File: src/rtl/cpu_pkg.sv
// cpu_pkg: shared widths, reset defaults and fetch-state encoding for the 8-bit CPU.
package cpu_pkg;
    localparam int INSTR_W = 32;
    localparam int OFFSET_W = 8;
    localparam int PC_W = 32;
    localparam int IMEM_AW = 8;
    localparam logic [PC_W-1:0] RESET_PC = '0;
    typedef enum logic {FETCH_REQ, FETCH_EXEC} fetch_state_t;
endpackage

File: src/rtl/pc_next_adder.sv
// pc_next_adder: next PC = PC+4, or PC+4 plus a signed word offset when a branch/jump is taken.
module pc_next_adder
    import cpu_pkg::*;
#(
    parameter int W = PC_W
) (
    input  logic [W-1:0]        pc,
    input  logic [OFFSET_W-1:0] offset,
    input  logic                take,
    output logic [W-1:0]        next_pc
);
    logic [W-1:0] pc4;
    logic [W-1:0] disp;
    assign pc4 = pc + W'(4);
    assign disp = {{(W-OFFSET_W-2){offset[OFFSET_W-1]}}, offset, 2'b00};
    assign next_pc = take ? pc4 + disp : pc4;
endmodule

File: src/rtl/instruction_fetch_unit.sv
// instruction_fetch_unit: PC/instruction registers and a REQ/EXEC fetch FSM over a READ/BUSYWAIT imem.
module instruction_fetch_unit
    import cpu_pkg::*;
#(
    parameter int              PC_W     = cpu_pkg::PC_W,
    parameter int              IMEM_AW  = cpu_pkg::IMEM_AW,
    parameter logic [PC_W-1:0] RESET_PC = cpu_pkg::RESET_PC
) (
    input  logic                CLK,
    input  logic                RESET,
    input  logic                BRANCH_TAKEN,
    input  logic                JUMP,
    input  logic [OFFSET_W-1:0] OFFSET,
    input  logic                STALL,
    output logic                IMEM_READ,
    output logic [IMEM_AW-1:0]  IMEM_ADDRESS,
    input  logic [INSTR_W-1:0]  IMEM_READDATA,
    input  logic                IMEM_BUSYWAIT,
    output logic [INSTR_W-1:0]  INSTRUCTION,
    output logic                INSTR_VALID,
    output logic [PC_W-1:0]     PC
);
    fetch_state_t state;
    logic run;
    logic [PC_W-1:0] next_pc;

    pc_next_adder #(.W(PC_W)) u_adder (
        .pc(PC),
        .offset(OFFSET),
        .take(JUMP | BRANCH_TAKEN),
        .next_pc(next_pc)
    );

    // run keeps READ low until the first edge after reset releases
    always_ff @(posedge CLK or posedge RESET) begin
        if (RESET) begin
            state <= FETCH_REQ;
            run <= 1'b0;
            PC <= RESET_PC;
            INSTRUCTION <= '0;
        end else begin
            run <= 1'b1;
            if (state == FETCH_REQ) begin
                if (run && !IMEM_BUSYWAIT) begin
                    INSTRUCTION <= IMEM_READDATA;
                    state <= FETCH_EXEC;
                end
            end else if (!STALL) begin
                PC <= next_pc;
                state <= FETCH_REQ;
            end
        end
    end

    assign IMEM_READ = run && (state == FETCH_REQ);
    assign INSTR_VALID = (state == FETCH_EXEC);
    assign IMEM_ADDRESS = PC[IMEM_AW+1:2];
endmodule

File: config.mk
export PLATFORM = sky130hd
export DESIGN_NAME = instruction_fetch_unit
export DESIGN_NICKNAME = d
export VERILOG_FILES = /design/src/rtl/cpu_pkg.sv /design/src/rtl/pc_next_adder.sv /design/src/rtl/instruction_fetch_unit.sv
export SDC_FILE = /design/constraint.sdc
export NUM_CORES = 1
export LEC_CHECK = 0
export CAP_MARGIN = 20
export CORE_AREA = 2 2 145 147
export CTS_CLUSTER_DIAMETER = 120
export DETAILED_ROUTE_END_ITERATION = 6
export DIE_AREA = 0 0 147 149
export DONT_BUFFER_PORTS = 1
export PLACE_DENSITY = 0.48
export SLEW_MARGIN = 30
export SYNTH_ARGS = -nofsm -noshare
export SYNTH_HDL_FRONTEND = slang
export SYNTH_SLANG_ARGS = --single-unit
File: constraint.sdc
create_clock -name CLK -period 3.68 [get_ports CLK]
set_input_delay 0.368 -clock CLK [delete_from_list [all_inputs] [get_ports CLK]]
set_output_delay 0.368 -clock CLK [all_outputs]
set_load 0.005 [all_outputs]
==> results of run 1 <==
-- worst paths after layout --
path,end,slack (ps),cells after the start
min reg2reg,INSTRUCTION[10]$_DFFE_PP0P_,530,1
max,PC[31]$_DFFE_PP0P_,140,15
max in group asynchronous,INSTRUCTION[27]$_DFFE_PP0P_,2680,2
min in group CLK,INSTR_VALID$_DFF_PP0_,160,1
max reg2reg,PC[31]$_DFFE_PP0P_,140,15
min,PC[25]$_DFFE_PP0P_,60,1
-- routing by layer --
layer | track usage, % | vias up | share of wire, %
met5 | 0 | - | 0
met3 | 3.85 | 25 | 7.5
li1 | - | 2137 | -
met1 | 16.9 | 2161 | 41
met2 | 23.5 | 141 | 49
met4 | 5.34 | 0 | 2.5
-- stage by stage --
step	worst slack (ps)	power (W)
floorplan	119	0.00315
global route	-52.9	0.00551
CTS	58.8	0.00504
global placement	111	0.00395
finish	140	0.00508
detailed placement	78.4	0.00397
-- registers in the layout (all words and copies together) (netlist names) --
register / count
run: 1
INSTR_VALID: 1
PC: 30
INSTRUCTION: 32
-- area by class of cell --
type                    count  share of cell area, %
repair buffers             58                   7.21
well taps                 275                   5.70
clock buffers              10                   3.96
multi-input cells         476                   54.4
clock inverters             6                   1.91
inverters                   5                  0.311
flip-flops and latches     64                   26.5
-- worst register-to-register path: cells and delay by family (launching register included) --
family	cells	cell delay (ps)
compound gates	3	950
xor+xnor	3	440
fa+ha+maj	2	560
buf+inv	1	160
flops	1	410
mux	1	250
simple gates	5	680
-- cell usage after synthesis, drive strengths merged (6+ instances only) --
library cell and n:
nor2 62, buf 14, nand2 53, ha 37, mux2 32, clkbuf 19, a21oi 42, xor2 25
nor3 13, and2 6, a21o 18, xnor2 23, a31oi 7, o21ai 40, nand3 22, nor2b 7
o22ai 7, dfrtp 64, nand4 6, and3 12
-- power groups by stage --
stage | Clock (W) | Combinational [W] | Sequential, W
floorplan | 0 | 0.00194 | 0.00121
global placement | 0 | 0.00274 | 0.00121
detailed placement | 0 | 0.00275 | 0.00122
CTS | 0.00105 | 0.00278 | 0.00120
global route | 0.00109 | 0.00318 | 0.00125
finish | 0.00103 | 0.00286 | 0.00120
-- timing repair --
action,4_1_cts,5_1_grt
buffers inserted,0,2
hold buffers,0,0
resized for setup,0,18
endpoints found under the setup margin,0,8
-- cell families after synthesis --
logic type      after synthesis  share of synthesized area (%)
simple gates                200                           18.8
compound gates              151                           19.1
flops                        64                           32.1
xor+xnor                     48                           8.43
fa+ha+maj                    38                           9.68
buf+inv                      38                           3.71
mux                          36                           8.02
other cells                   2                          0.151
==> flow_metrics.tcl, run 1 <==
set metrics [dict create \
    outcome "completed" \
    fin_area_sq_mm 0.00604 \
    period_share_pct 96.2 \
    final_cell_mix "64 x dfrtp_1, 58 x buf_4, 57 x nor2_1" \
    swShare_pct 42.6 \
    min_path_type "in2async" \
    multi_input_area_sq_mm 0.00329 \
    drive_gt1_share_pct 21.8 \
    syn_inst 577 \
    rsz0062_at_grt "true" \
    synth.top_cell.area_share_pct 32.1 \
    ir_drop_mv 0.221 \
    drv_cap 0 \
    dieArea_sq_mm 0.0219 \
    ys_seq_area_share_pct 32.1 \
    num_vias 4464 \
    antenna_left 0 \
    initial_utilization_pct 24.3 \
    via_per_inst 4.99 \
    root_buffer "clkbuf_16" \
    period_minus_slack_ps 3540 \
    overflow 0 \
    finalSetupViolations 0 \
    synth_area_sq_mm 0.00499 \
    ys_types 57 \
    antenna_found_initial 0 \
    first_pass_iters 4 \
    crit_path_end_kind "flop" \
    worstPathRequired_ps 3900 \
    wl_per_cell_microns 17.2 \
    dp.cells 876 \
    critPathLaunchType "flop" \
    hold_slack_ps 64.3 \
    synth_area_leader_cell "dfrtp_1" \
    slowest_delay_ps 410 \
    grt_max_degree 34 \
    htreeDepth 3 \
    slew_headroom_pct 40.7 \
    critPathLaunch "PC[2]$_DFFE_PP0P_" \
    synthArstFlopShare_pct 100 \
    antenna_cells 0 \
    dpl.hpwl_microns 11500 \
    nNetsFinal 698 \
    critPathMaxFanout 5 \
    synth_flop_cell "dfrtp_1" \
    cpLargestDelayFamily "compound AO/OA/AOI/OAI gates" \
    p_clk_share_pct 20.2 \
    tns_ps 0 \
    p_comb_share_pct 56.2 \
    finClkSkew_ps 12.2 \
    cts_buffers 9 \
    clk_latency_ps 340 \
    placed_area_sq_mm 0.00560 \
    path_class "reg2reg" \
    switchingPower_w 0.00216 \
    cts_buffer_depth 2 \
    cts_sinks 64 \
    cp.arrival_ps 3760 \
    globalplace.congestion 0.895 \
    grt_usage_pct 13.9 \
    synthTopCellsByArea "dfrtp_1 32%, ha_1 9.3%, mux2_2 7.2%" \
    clk_pin_slew_ps 60 \
    fin_util_pct 29.4 \
    tritoncts "done" \
    internal_power_w 0.00292 \
    worstReg2RegStart "PC[2]$_DFFE_PP0P_" \
    grt_pass1_vias 4513 \
    synth.avg_cell_area_sq_um 8.65 \
    slowest_stage "dfrtp_1" \
    core_area_sq_mm 0.0206 \
    ys_warn_count 0 \
    leakagePower_nw 2.61 \
    port-buffer-count 0 \
    maxSlewViolCount 0 \
    tightest_slew_ps 889 \
    grt_first_pass_wirelength_microns 24200 \
    syn2layout_area_growth_pct 21.1 \
    io_pins 120 \
    regArea_sq_mm 0.00160 \
    hold_viol 0 \
    max_freq_ghz 0.283 \
    fp.dieW_microns 147 \
    path_cells "ha_1, nand3_1, nor2_1, buf_4, xor2_1, ha_1, and4_2, nor2b_1, a211o_1, o31a_1, o32ai_2, mux2i_1, xnor2_1, nand2_1, xnor2_1" \
    synth-edff-count 0 \
    drc 0 \
    finalWirelength_microns 15300 \
    fill_cells 2136 \
    die_h_microns 149 \
    layout.cells.non_filler 894 \
    p_per_area_mw_per_mm2 841 \
    synth-seq-cells 64 \
    drt_iter0_markers 251 \
    core.rowCount 53 \
    seqPwrFrac_pct 23.6 \
    crit_buf_inv 1 \
    layout_commonest_cell "dfrtp_1" \
]
(Power assumes the default switching activity.)
==> run 2: changes to the inputs <==
CORE_AREA = 2 2 103 105   (was 2 2 145 147)
DIE_AREA = 0 0 105 107   (was 0 0 147 149)
PLACE_DENSITY = 0.76   (was 0.48)
==> run 2 against run 1 <==
Utilization is 26 points higher. Power is 10% lower. Non-clock buffer count is 20 lower. Clock-buffer cell count is 1 lower. Combinational power is 7.3% lower. Sequential share of layout area is 2.3 points higher. Critical path type unchanged. Critical endpoint unchanged.
==> flow_metrics.tcl, run 2 (synthesis gave the netlist of run 1 again) <==
set metrics [dict create \
    die_h_microns 107 \
    critPathMaxFanout 6 \
    crit_path_end_kind "flop" \
    hold_viol 0 \
    drv_cap 0 \
    dieArea_sq_mm 0.0112 \
    antenna_cells 0 \
    p_total_w 0.00458 \
    wl_per_cell_microns 18.9 \
    rsz0062_at_grt "true" \
    cts_sinks 64 \
    path_class "reg2reg" \
    cts_buffers 9 \
    reg.largest.list "INSTRUCTION: 32 flops, PC: 30 flops" \
    slew_headroom_pct 49.2 \
    port-buffer-count 0 \
    worst_r2r_endpoint "PC[31]$_DFFE_PP0P_" \
    final_cell_mix "64 x dfrtp_1, 60 x nor2_1, 51 x nand2_1" \
    ir_drop_mv 0.335 \
    layout_commonest_cell "dfrtp_1" \
    drc 0 \
    drive_gt1_share_pct 18.4 \
    grt_pass1_vias 4523 \
    leakagePower_nw 2.45 \
    finalSetupViolations 0 \
    r2r_cells 14 \
    fin_area_sq_mm 0.00556 \
    period_minus_slack_ps 3580 \
    io_pins 120 \
    nNetsFinal 678 \
    grt_usage_pct 24.6 \
    root_buffer "clkbuf_8" \
    htreeDepth 3 \
    critPathLaunch "PC[2]$_DFFE_PP0P_" \
    critPathLaunchType "flop" \
    drt_iter0_markers 250 \
    num_vias 4470 \
    r2r_slack_ps 100 \
    worstPathRequired_ps 3910 \
    core.rowCount 37 \
    via_per_inst 6.08 \
    post_cts_buffers 0 \
    fin_util_pct 55.1 \
    fp.dieW_microns 105 \
    grt_first_pass_wirelength_microns 22200 \
    largest_register "INSTRUCTION" \
    clk_latency_ps 350 \
    initial_utilization_pct 49.4 \
    tns_ps 0 \
    max_freq_ghz 0.279 \
    antenna_left 0 \
    finClkSkew_ps 15.1 \
    hold_buffers 0 \
    p_per_area_mw_per_mm2 823 \
    tritoncts "done" \
    grt_max_degree 35 \
    antenna_found_initial 0 \
    globalplace.congestion 0.994 \
    first_pass_iters 5 \
    min_path_type "in2async" \
    core_area_sq_mm 0.0101 \
    finalWirelength_microns 13900 \
    dpl.hpwl_microns 10200 \
    cts_buffer_depth 2 \
    tightest_slew_ps 760 \
    outcome "completed" \
    syn2layout_area_growth_pct 11.5 \
    hold_slack_ps 22.0 \
    maxSlewViolCount 0 \
    cp.arrival_ps 3810 \
    cts.repair.resized 0 \
    period_share_pct 97.3 \
    worstReg2RegStart "PC[2]$_DFFE_PP0P_" \
    largest_reg_flops 32 \
    placed_area_sq_mm 0.00529 \
    overflow 0 \
    clk_pin_slew_ps 90 \
]
run 2: cell types whose count changed in the layout (fill, tap and decap cells not counted), moves of 2 or more:
cell	previous run	this run
nor2_2	5	2
nor2_1	57	60
clkbuf_8	1	9
buf_4	58	38
clkbuf_16	9	0
a21oi_2	1	3
a21oi_1	41	39
and3_4	2	0
run 2: cell type report:
| class | count | area (sq um) |
|---|---|---|
| Inverter | 5 | 18.8 |
| Tap cell | 136 | 170 |
| Multi-Input combinational cell | 476 | 3260 |
| Sequential cell | 64 | 1600 |
| Clock inverter | 7 | 103 |
| Timing Repair Buffer | 38 | 285 |
| Fill cell | 949 | 4530 |
| Clock buffer | 9 | 124 |
run 2: worst max path at each step:
stage	endpoint	slack, ps	depth (start not counted)
after floorplan	PC[31]$_DFFE_PP0P_	120	17
after global routing	PC[31]$_DFFE_PP0P_	-60	15
after global placement	PC[31]$_DFFE_PP0P_	140	17
after CTS	PC[31]$_DFFE_PP0P_	10	17
after detailed placement	PC[31]$_DFFE_PP0P_	60	17
final	PC[31]$_DFFE_PP0P_	100	14
run 2: power by group:
part / internal (W) / switching [W]
clock network: 0.000389 / 0.000325
logic: 0.00119 / 0.00146
registers: 0.000939 / 0.000277
run 2: worst max-delay path, cell delays in order (launching register included):
cell     delay [ps]
dfrtp_1         410
ha_1            190
nand3_1         150
nor2_1          220
xor2_1          180
ha_1            310
and4_2          280
nor2b_1         150
a211o_1         310
o31a_1          360
o32ai_2         300
mux2i_1         250
xnor2_1         130
nand2_1          80
xnor2_1         140
run 2: metrics by stage:
step	setup WS, ps	std cells
after floorplan	119	578
after global placement	139	719
after detailed placement	63.5	719
after CTS	13.3	735
after global routing	-63.5	735
final	98.3	735
run 2: routing by layer:
layer / wire length, microns / track usage, % / vias up
li1: - / - / 2097
met1: 5810 / 30.4 / 2173
met2: 6850 / 42.5 / 178
met3: 948 / 4.98 / 22
met4: 262 / 8.76 / 0
met5: 0 / 0 / -
==> run 3: changes to the inputs <==
MAX_ROUTING_LAYER = met4   (was default)
==> run 3 against run 2 <==
Global-route usage grew 0.55 points. First-iteration DRC count grew 26%. Power grew 2.6%. Critical path type unchanged. Combinational power grew 5%. Clock-buffer cell count is the same. Cell count grew 1.5%. Sequential share of layout area shrank 0.80 points. Register-to-register slack lost 30 ps. Critical path depth grew 2. Hold slack gained 45 ps. Maximum frequency shrank 0.94%.
==> flow_metrics.tcl, run 3 (synthesis gave the netlist of run 1 again) <==
set metrics [dict create \
    crit_path_end_kind "flop" \
    worst_r2r_endpoint "PC[31]$_DFFE_PP0P_" \
    die_h_microns 107 \
    num_vias 4476 \
    first_pass_iters 5 \
    dpl.hpwl_microns 10100 \
    final_cell_mix "64 x dfrtp_1, 56 x nor2_1, 50 x nand2_1" \
    grt_usage_pct 25.1 \
    io_pins 120 \
    placed_area_sq_mm 0.00530 \
    hold_viol 0 \
    finalSetupViolations 0 \
    min_path_type "in2async" \
    finalWirelength_microns 13900 \
    core.rowCount 37 \
    cts_buffers 9 \
    htreeDepth 3 \
    seqPwrFrac_pct 25.8 \
    fin_util_pct 56.7 \
    layout.cells.non_filler 746 \
    clk_pin_slew_ps 80 \
    reg.largest.list "INSTRUCTION: 32 flops, PC: 30 flops" \
    critPathMaxFanout 4 \
    grt_max_degree 39 \
    period_share_pct 98.3 \
    tritoncts "done" \
    core_area_sq_mm 0.0101 \
    wl_per_cell_microns 18.7 \
    largest_register "INSTRUCTION" \
    critPathLaunchType "flop" \
    cts_buffer_depth 2 \
    cts_sinks 64 \
    clk_latency_ps 350 \
    drv_cap 0 \
    largest_reg_flops 32 \
    maxSlewViolCount 0 \
    overflow 0 \
    swShare_pct 44.7 \
    antenna_found_initial 0 \
    critPathLaunch "PC[11]$_DFFE_PP0P_" \
    tightest_slew_ps 845 \
    ir_drop_mv 0.344 \
    worstPathRequired_ps 3920 \
    drive_gt1_share_pct 22.6 \
    cp.arrival_ps 3850 \
    outcome "completed" \
    grt_first_pass_wirelength_microns 22100 \
    globalplace.congestion 0.968 \
    path_class "reg2reg" \
    drt_iter0_markers 315 \
    layout_commonest_cell "dfrtp_1" \
    antenna_cells 0 \
    switchingPower_w 0.00210 \
    via_per_inst 6.00 \
    port-buffer-count 0 \
    nNetsFinal 689 \
    internal_power_w 0.00259 \
    period_minus_slack_ps 3620 \
    p_comb_share_pct 59.0 \
    hold_buffers 0 \
    fin_area_sq_mm 0.00572 \
    p_per_area_mw_per_mm2 820 \
    p_clk_share_pct 15.1 \
    grt_pass1_vias 4403 \
    initial_utilization_pct 49.4 \
    r2r_slack_ps 60 \
    finClkSkew_ps 12.6 \
    dp.cells 720 \
    max_freq_ghz 0.277 \
    worstReg2RegStart "PC[11]$_DFFE_PP0P_" \
    root_buffer "clkbuf_8" \
    leakagePower_nw 2.51 \
    fill_cells 920 \
    r2r_cells 16 \
    syn2layout_area_growth_pct 14.6 \
    dieArea_sq_mm 0.0112 \
    drc 0 \
    fp.dieW_microns 105 \
    slew_headroom_pct 43.6 \
    antenna_left 0 \
    endpoint "PC[31]$_DFFE_PP0P_" \
    rsz0062_at_grt "true" \
]
## run 3: cell count changes in the layout (fill, tap and decap cells not counted), moves of 4 or more
cell,delta
ha_1,-7
buf_4,+10
nor2_1,-4
ha_2,+7
## run 3: power by group through the flow
stage / sequential, W / combinational (W) / clock [W]
2_1_floorplan: 0.00121 / 0.00194 / 0
3_3_place_gp: 0.00120 / 0.00254 / 0
3_5_place_dp: 0.00122 / 0.00259 / 0
4_1_cts: 0.00120 / 0.00262 / 0.000723
5_1_grt: 0.00125 / 0.00306 / 0.000751
6_report: 0.00121 / 0.00277 / 0.000711
## run 3: what timing repair did
action                     4_1_cts  5_1_grt
buffers inserted                 0       10
resized for setup                1       32
pin swaps                        0       23
setup endpoints to repair        1        9
## run 3: layout make-up
class	count	area, sq um	area share (%)
clock buffers	9	124	2.17
flip-flops and latches	64	1600	28.0
multi-input cells	476	3330	58.2
well taps	136	170	2.97
repair buffers	49	372	6.50
inverters	5	18.8	0.328
clock inverters	7	104	1.82
## run 3: critical path: stages (launching register included)
cell	delay [ps]
dfrtp_1	380
nand4_1	250
or2_4	340
nor3_4	170
nand4_1	260
buf_6	230
nor2_4	120
xor2_2	190
ha_2	320
and3_1	170
o21ai_0	190
a21oi_1	80
o32ai_2	150
mux2i_1	240
xnor2_1	150
nand2_1	90
xnor2_1	150
## run 3: worst min-delay path by stage
stage	start	to	slack, ps
finish	RESET	INSTRUCTION[28]$_DFFE_PP0P_	70
global route	RESET	INSTRUCTION[28]$_DFFE_PP0P_	120
CTS	RESET	PC[18]$_DFFE_PP0P_	90
detailed placement	RESET	INSTRUCTION[28]$_DFFE_PP0P_	460
global placement	RESET	INSTRUCTION[6]$_DFFE_PP0P_	440
floorplan	PC[31]$_DFFE_PP0P_	PC[31]$_DFFE_PP0P_	470
## run 3: through the flow
stage                     hold WS [ps]  TNS [ps]  power (W)  setup WS [ps]
after CTS                         87.5         0    0.00455           38.4
after global placement             445         0    0.00374            153
after global routing               118      -124    0.00506           -109
after detailed placement           464     -17.8    0.00381          -17.8
after floorplan                    468         0    0.00315            119
final                             67.3         0    0.00469           64.2
## run 3: per-layer routing
metal | vias to the layer above | global-route usage (%) | share of wire, % | wire length [microns]
li1 | 2127 | - | - | -
met1 | 2146 | 30.2 | 40 | 5630
met2 | 182 | 41.3 | 50 | 6940
met3 | 21 | 6.02 | 7.7 | 1070
met4 | 0 | 9.33 | 2.1 | 295
met5 | - | - | 0 | 0
